===== config.mk =====
export PLATFORM = sky130hd
export DESIGN_NAME = frame_write_arbiter
export DESIGN_NICKNAME = d
export VERILOG_FILES = /design/src/rtl/frame_write_arbiter.sv
export SDC_FILE = /design/constraint.sdc
export NUM_CORES = 1
export LEC_CHECK = 0
export CAP_MARGIN = 40
export CORE_MARGIN = 3
export CORE_UTILIZATION = 50
export CTS_CLUSTER_SIZE = 28
export DETAILED_ROUTE_END_ITERATION = 10
export GPL_TIMING_DRIVEN = 0
export PLACE_DENSITY = 0.79
export RECOVER_POWER = 50
export SKIP_CTS_REPAIR_TIMING = 1
export SLEW_MARGIN = 25
export SYNTH_ARGS = -nofsm -noshare
export SYNTH_HDL_FRONTEND = slang
export SYNTH_SLANG_ARGS = --single-unit
export TNS_END_PERCENT = 5

===== constraint.sdc =====
create_clock -name clk -period 12.45 [get_ports clk]
set_input_delay 2.49 -clock clk [delete_from_list [all_inputs] [get_ports clk]]
set_output_delay 2.49 -clock clk [all_outputs]
set_load 0.02 [all_outputs]

===== src/rtl/frame_write_arbiter.sv =====
// Shares the single pixel-write port between the capture path (A) and the projective
// transform (B): per-writer FIFOs, burst-limited round-robin drain, (x,y) to linear address.

module frame_write_fifo #(
    parameter int DEPTH = 8,
    parameter int W     = 37
) (
    input  logic         clk,
    input  logic         reset_n,
    input  logic         wr,
    input  logic [W-1:0] din,
    input  logic         pop,
    input  logic         clear_overflow,
    output logic [W-1:0] head,
    output logic         not_empty,
    output logic         draining,
    output logic         ok,
    output logic         overflow
);
    localparam int PW = $clog2(DEPTH);
    localparam int CW = PW + 1;

    logic [W-1:0]  mem [DEPTH];
    logic [PW-1:0] wr_ptr;
    logic [PW-1:0] rd_ptr;
    logic [CW-1:0] count;
    logic [CW-1:0] count_next;
    logic          full;
    logic          push;

    assign full      = (count == CW'(DEPTH));
    assign push      = wr && !full;
    assign not_empty = (count != '0);
    // a pop this cycle leaves the FIFO empty only if nothing is being pushed alongside it
    assign draining  = (count == CW'(1)) && !push;
    assign head      = mem[rd_ptr];

    always_comb begin
        count_next = count;
        if (push && !pop)
            count_next = count + 1'b1;
        else if (pop && !push)
            count_next = count - 1'b1;
    end

    always_ff @(posedge clk or negedge reset_n) begin
        if (!reset_n) begin
            wr_ptr   <= '0;
            rd_ptr   <= '0;
            count    <= '0;
            ok       <= 1'b1;
            overflow <= 1'b0;
        end else begin
            if (push)
                wr_ptr <= wr_ptr + 1'b1;
            if (pop)
                rd_ptr <= rd_ptr + 1'b1;
            count <= count_next;
            ok    <= (count_next <= CW'(DEPTH - 2));
            if (wr && full)
                overflow <= 1'b1;
            else if (clear_overflow)
                overflow <= 1'b0;
        end
    end

    always_ff @(posedge clk) begin
        if (push)
            mem[wr_ptr] <= din;
    end
endmodule

module frame_write_arbiter #(
    parameter int                DEPTH    = 8,
    parameter int                BURST    = 4,
    parameter int                H_PIXELS = 640,
    parameter int                ADDR_W   = 20,
    parameter logic [ADDR_W-1:0] BASE_A   = 20'd0,
    parameter logic [ADDR_W-1:0] BASE_B   = 20'd307200
) (
    input  logic              clk,
    input  logic              reset_n,
    input  logic              a_wr,
    input  logic [9:0]        a_x,
    input  logic [8:0]        a_y,
    input  logic [17:0]       a_pixel,
    output logic              a_ok,
    output logic              a_overflow,
    input  logic              b_wr,
    input  logic [9:0]        b_x,
    input  logic [8:0]        b_y,
    input  logic [17:0]       b_pixel,
    output logic              b_ok,
    output logic              b_overflow,
    input  logic              clear_overflow,
    input  logic              mem_busy,
    output logic              mem_wr,
    output logic [ADDR_W-1:0] mem_addr,
    output logic [17:0]       mem_data,
    output logic              grant_b
);
    localparam int BW = $clog2(BURST + 1);

    typedef enum logic [1:0] {IDLE = 2'd0, SERVE_A = 2'd1, SERVE_B = 2'd2} state_t;

    state_t            state;
    state_t            state_next;
    logic [BW-1:0]     burst_cnt;
    logic [BW-1:0]     burst_next;
    logic [BW-1:0]     burst_inc;
    logic              prefer_a;
    logic [36:0]       head_a;
    logic [36:0]       head_b;
    logic [36:0]       sel;
    logic              a_ne, b_ne, a_drain, b_drain;
    logic              pop_a, pop_b;
    logic [ADDR_W-1:0] addr_next;

    frame_write_fifo #(.DEPTH(DEPTH), .W(37)) u_fifo_a (
        .clk(clk), .reset_n(reset_n), .wr(a_wr), .din({a_x, a_y, a_pixel}), .pop(pop_a),
        .clear_overflow(clear_overflow), .head(head_a), .not_empty(a_ne),
        .draining(a_drain), .ok(a_ok), .overflow(a_overflow)
    );

    frame_write_fifo #(.DEPTH(DEPTH), .W(37)) u_fifo_b (
        .clk(clk), .reset_n(reset_n), .wr(b_wr), .din({b_x, b_y, b_pixel}), .pop(pop_b),
        .clear_overflow(clear_overflow), .head(head_b), .not_empty(b_ne),
        .draining(b_drain), .ok(b_ok), .overflow(b_overflow)
    );

    assign pop_a = (state == SERVE_A) && a_ne && !mem_busy;
    assign pop_b = (state == SERVE_B) && b_ne && !mem_busy;

    // y*640 as (y<<9)+(y<<7); other line lengths fall back to a multiply
    function automatic logic [ADDR_W-1:0] line_offset(input logic [8:0] y);
        if (H_PIXELS == 640)
            return (ADDR_W'(y) << 9) + (ADDR_W'(y) << 7);
        else
            return ADDR_W'(y) * ADDR_W'(H_PIXELS);
    endfunction

    assign sel       = pop_b ? head_b : head_a;
    assign addr_next = (pop_b ? BASE_B : BASE_A) + line_offset(sel[26:18]) + ADDR_W'(sel[36:27]);

    always_comb begin
        state_next = state;
        burst_next = burst_cnt;
        burst_inc  = (burst_cnt == BW'(BURST)) ? burst_cnt : burst_cnt + 1'b1;
        case (state)
            IDLE: begin
                burst_next = '0;
                if (a_ne && (!b_ne || prefer_a))
                    state_next = SERVE_A;
                else if (b_ne)
                    state_next = SERVE_B;
            end
            SERVE_A: begin
                if (!a_ne) begin
                    burst_next = '0;
                    state_next = b_ne ? SERVE_B : IDLE;
                end else if (pop_a) begin
                    burst_next = burst_inc;
                    if (a_drain || ((burst_inc == BW'(BURST)) && b_ne)) begin
                        burst_next = '0;
                        state_next = b_ne ? SERVE_B : IDLE;
                    end
                end
            end
            SERVE_B: begin
                if (!b_ne) begin
                    burst_next = '0;
                    state_next = a_ne ? SERVE_A : IDLE;
                end else if (pop_b) begin
                    burst_next = burst_inc;
                    if (b_drain || ((burst_inc == BW'(BURST)) && a_ne)) begin
                        burst_next = '0;
                        state_next = a_ne ? SERVE_A : IDLE;
                    end
                end
            end
            default: begin
                state_next = IDLE;
                burst_next = '0;
            end
        endcase
    end

    always_ff @(posedge clk or negedge reset_n) begin
        if (!reset_n) begin
            state     <= IDLE;
            burst_cnt <= '0;
            prefer_a  <= 1'b1;
            grant_b   <= 1'b0;
            mem_wr    <= 1'b0;
            mem_addr  <= '0;
            mem_data  <= '0;
        end else begin
            state     <= state_next;
            burst_cnt <= burst_next;
            if (state_next == SERVE_A) begin
                grant_b  <= 1'b0;
                prefer_a <= 1'b0;
            end else if (state_next == SERVE_B) begin
                grant_b  <= 1'b1;
                prefer_a <= 1'b1;
            end
            mem_wr <= pop_a || pop_b;
            if (pop_a || pop_b) begin
                mem_addr <= addr_next;
                mem_data <= sel[17:0];
            end
        end
    end
endmodule

==> results.md <==
* RSZ-0062 raised after global routing: no
* Setup crit start kind: input pin
* First-pass GRT wire length at between 80,000 and 90,000 µm
* CTS Sinks at 662
* DR DRC count at 0
* Uppermost layer routed: met5
* Area grow syn2layout at 19.11%
* Detailed Route Iter0 Violations at 1,578
* PortBufs at 123
* EDFF count, synth at 592
* Routed len/inst at between 20 and 30 µm
* VDD IR max at 0.1533 mV
* Fillers at 3,581
* CTS Root Cell: clkbuf_16
* Hold path startpoint: mem_addr[2]$_DFFE_PN0P_
* Synth warn at 0
* Final Hold Viols at 0
* Distinct cells, synth at 59
* DRT antenna net count at 0
* Metal3 WL at 5087 µm
* Worst skew pair latency at about 0.65 ns
* Worst path required time at 12.92 ns
* Cell Rows at 83
* Crit path arrival time at about 7.3 ns
* Max Transition Viols Final at 55
* DP HPWL at 41,180 µm
* Post-synth top area cell: edfxtp_1
* GRT overflow at 0
* Die Ht at approximately 240 µm
* Ys flop type: edfxtp_1
* Period Utilization, post-route at 54.55%
* Reg2reg setup slack at 7.31 ns
* Setup_tns at 0 ns
* Metal-1 WL at 23,710 µm
* Synth Register Bits at 662
* Syn nets at roughly 1,500
* Detail Route met2 WL at 28,800 µm
* Asr flop ratio synth at 10.57%
* Reg-to-Reg End: mem_addr[17]$_DFFE_PN0P_
* Nets at between 1,500 and 2,000
* Layout cells sized above 1 at 24.32%
* Largest net degree at the start of global routing at 55
* DR vias at about 14,000
* Via-to-Cell Ratio at 5.990
* HP Class: reg2reg
* Post-synthesis cell count at 1,341
* Worst Skew at ~0.030 ns
* Post-placement cell count at about 2,200
* Failing checks: capacitance limit, slew limit
* Max-cap violations at 1
* Relative slew slack at -108.3%
* Drt total wl at 59,470 µm
* Largest cells by area after synthesis: edfxtp_1 68%, mux4_2 13%, dfrtp_1 6.4%
* Core area at 0.05172 mm²
* GRT Total Usage at a little over a fifth
* Hold path endpoint: mem_addr[2]$_DFFE_PN0P_
* PnR Total Power at 0.007742 W
* Run status: finished, violations left
* Leak at 10.55 nW
* Post-synthesis area per instance at 19.62 µm²
* Share of the synthesized area in the top cell type at 67.56%
* # setup viols final at 0
* Number of global-route vias before repair at 14,120
* Clk pin slew, worst setup/hold paths at about 0.06 ns
* Critical Path End Type: register
* DIE WIDTH at 235.4 µm
* Register area share after synthesis at 74.23%
* Critical Path Fanout Max at 10
* Pwr Density at 247.0 mW/mm²
* Die Area at 0.05541 mm²
* Reg2reg path depth at 17
* Pin slew with the least headroom to its limit at approximately 3.1 ns
* Synth Cell Area at 0.02631 mm²
* # IOs at 124
* GPL Wtd Cong at 0.9338
* Max Freq at 147.2 MHz
* Non-Filler Instances at 2,346
* TritonCTS clock tree: built
* Htree depth at 2
* Initial antenna violation count at 16
* CTS buffer count at 61
* Min Clock Period, post-route at 6.792 ns
* Longest Clk Path Bufs at 3
* Crit path kind: in2reg
* Initial core utilization at 50.88%
* Hold Path Stages at 2
* Top cells by count, synth: 592 x edfxtp_1, 148 x mux4_2, 98 x nand2_1
* Most frequent cell after synthesis: edfxtp_1
* Reg2reg start: u_fifo_b.count[1]$_DFF_PN0_
* DR pass1 iterations at 5
-- power by group --
part	internal [W]	leakage (nW)	switching [W]
clock	0.00115	1.02	0.000811
combinational	0.00123	3.29	0.00155
sequential	0.00283	6.24	0.000178
total	0.00521	10.6	0.00254
-- worst max-delay path, cell delays in order --
cell           delay, ns
dlygate4sd3_1       0.62
inv_1               0.21
and3_1              0.19
buf_4               0.22
clkbuf_1            0.49
clkbuf_1            0.53
a211oi_1            0.20
a21oi_1             0.30
fa_1                0.44
ha_1                0.35
o211ai_1            0.09
o21ai_0             0.36
nor3_1              0.12
o31ai_1             0.40
xnor2_1             0.16
o21ai_0             0.09
-- flip-flops by register name, summed over array words and instances, names as in the netlist --
register,flops
prefer_a,1
state,2
grant_b,1
u_fifo_a.wr_ptr,3
burst_cnt,3
mem_wr,1
u_fifo_a.rd_ptr,3
u_fifo_b.count,4
u_fifo_b.wr_ptr,3
mem_data,18
u_fifo_a.overflow,1
u_fifo_b.overflow,1
u_fifo_b.mem,296
u_fifo_a.mem,296
u_fifo_b.ok,1
u_fifo_a.count,4
u_fifo_b.rd_ptr,3
mem_addr,20
u_fifo_a.ok,1
-- kinds of logic (layout without fill, tap and decap cells) --
| group | count (synthesis) | after routing | synth area share (%) |
|---|---|---|---|
| flip-flops | 662 | 662 | 74.23 |
| adder cells (fa/ha/maj) | 36 | 36 | 1.855 |
| AND/OR/NAND/NOR | 173 | 173 | 3.086 |
| buffers and inverters | 91 | 411 | 1.512 |
| XOR/XNOR | 21 | 21 | 0.6990 |
| other | 0 | 5 | 0 |
| multiplexers | 213 | 213 | 15.27 |
| AO/OA/AOI/OAI | 145 | 145 | 3.348 |
-- layout by cell type, fill, tap and decap left out, types with 23 or more instances in the layout --
master and instances:
edfxtp_1 592, mux4_2 148, nand2_1 99, dlygate4sd3_1 77
o21ai_0 69, dfrtp_1 67, clkbuf_16 62, buf_4 45
clkdlybuf4s50_1 45, buf_2 42, mux2i_1 38, clkbuf_1 34
ha_1 31, inv_1 27, mux2_2 27, a21oi_1 23
-- how the worst max path moves through the flow --
stage                   from                       endpoint  slack, ns
finish              mem_busy       mem_addr[17]$_DFFE_PN0P_       5.66
global route        mem_busy       mem_addr[17]$_DFFE_PN0P_       5.33
CTS                 mem_busy       mem_addr[16]$_DFFE_PN0P_       5.89
detailed placement  mem_busy       mem_addr[16]$_DFFE_PN0P_       5.27
global placement        a_wr  u_fifo_a.mem[1][12]$_DFFE_PP_       1.29
floorplan               a_wr   u_fifo_a.mem[1][0]$_DFFE_PP_       5.45
-- cell type report --
class | count | area (µm²) | area share (%)
sequential | 662 | 19530 | 62.32
multi-input combinational | 588 | 6462 | 20.62
timing repair buffer | 206 | 1958 | 6.248
clock buffer | 75 | 1600 | 5.106
tap | 680 | 850.8 | 2.715
clock inverter | 39 | 528.0 | 1.685
buffer | 63 | 289.0 | 0.9222
inverter | 28 | 106.4 | 0.3393
antenna | 5 | 12.51 | 0.03992
-- per-stage QoR --
step                worst slack [ns]  hold slack [ns]  area [µm²]  util, %
floorplan                      5.446           0.4692       26310        -
global placement               1.295           0.4660       28390    54.90
detailed placement             5.270           0.4734       29220    56.50
CTS                            5.888           0.4861       31350    60.62
global route                   5.333           0.4968       31330    60.58
finish                         5.658           0.4794       31340    60.60
-- per-layer routing --
layer  global-route usage (%)  up-vias
met5                        0        -
met4                    7.043        8
met3                    4.733      127
met2                    34.16      696
met1                    29.96     7262
li1                         -     5960
(Power assumes the default switching activity.)
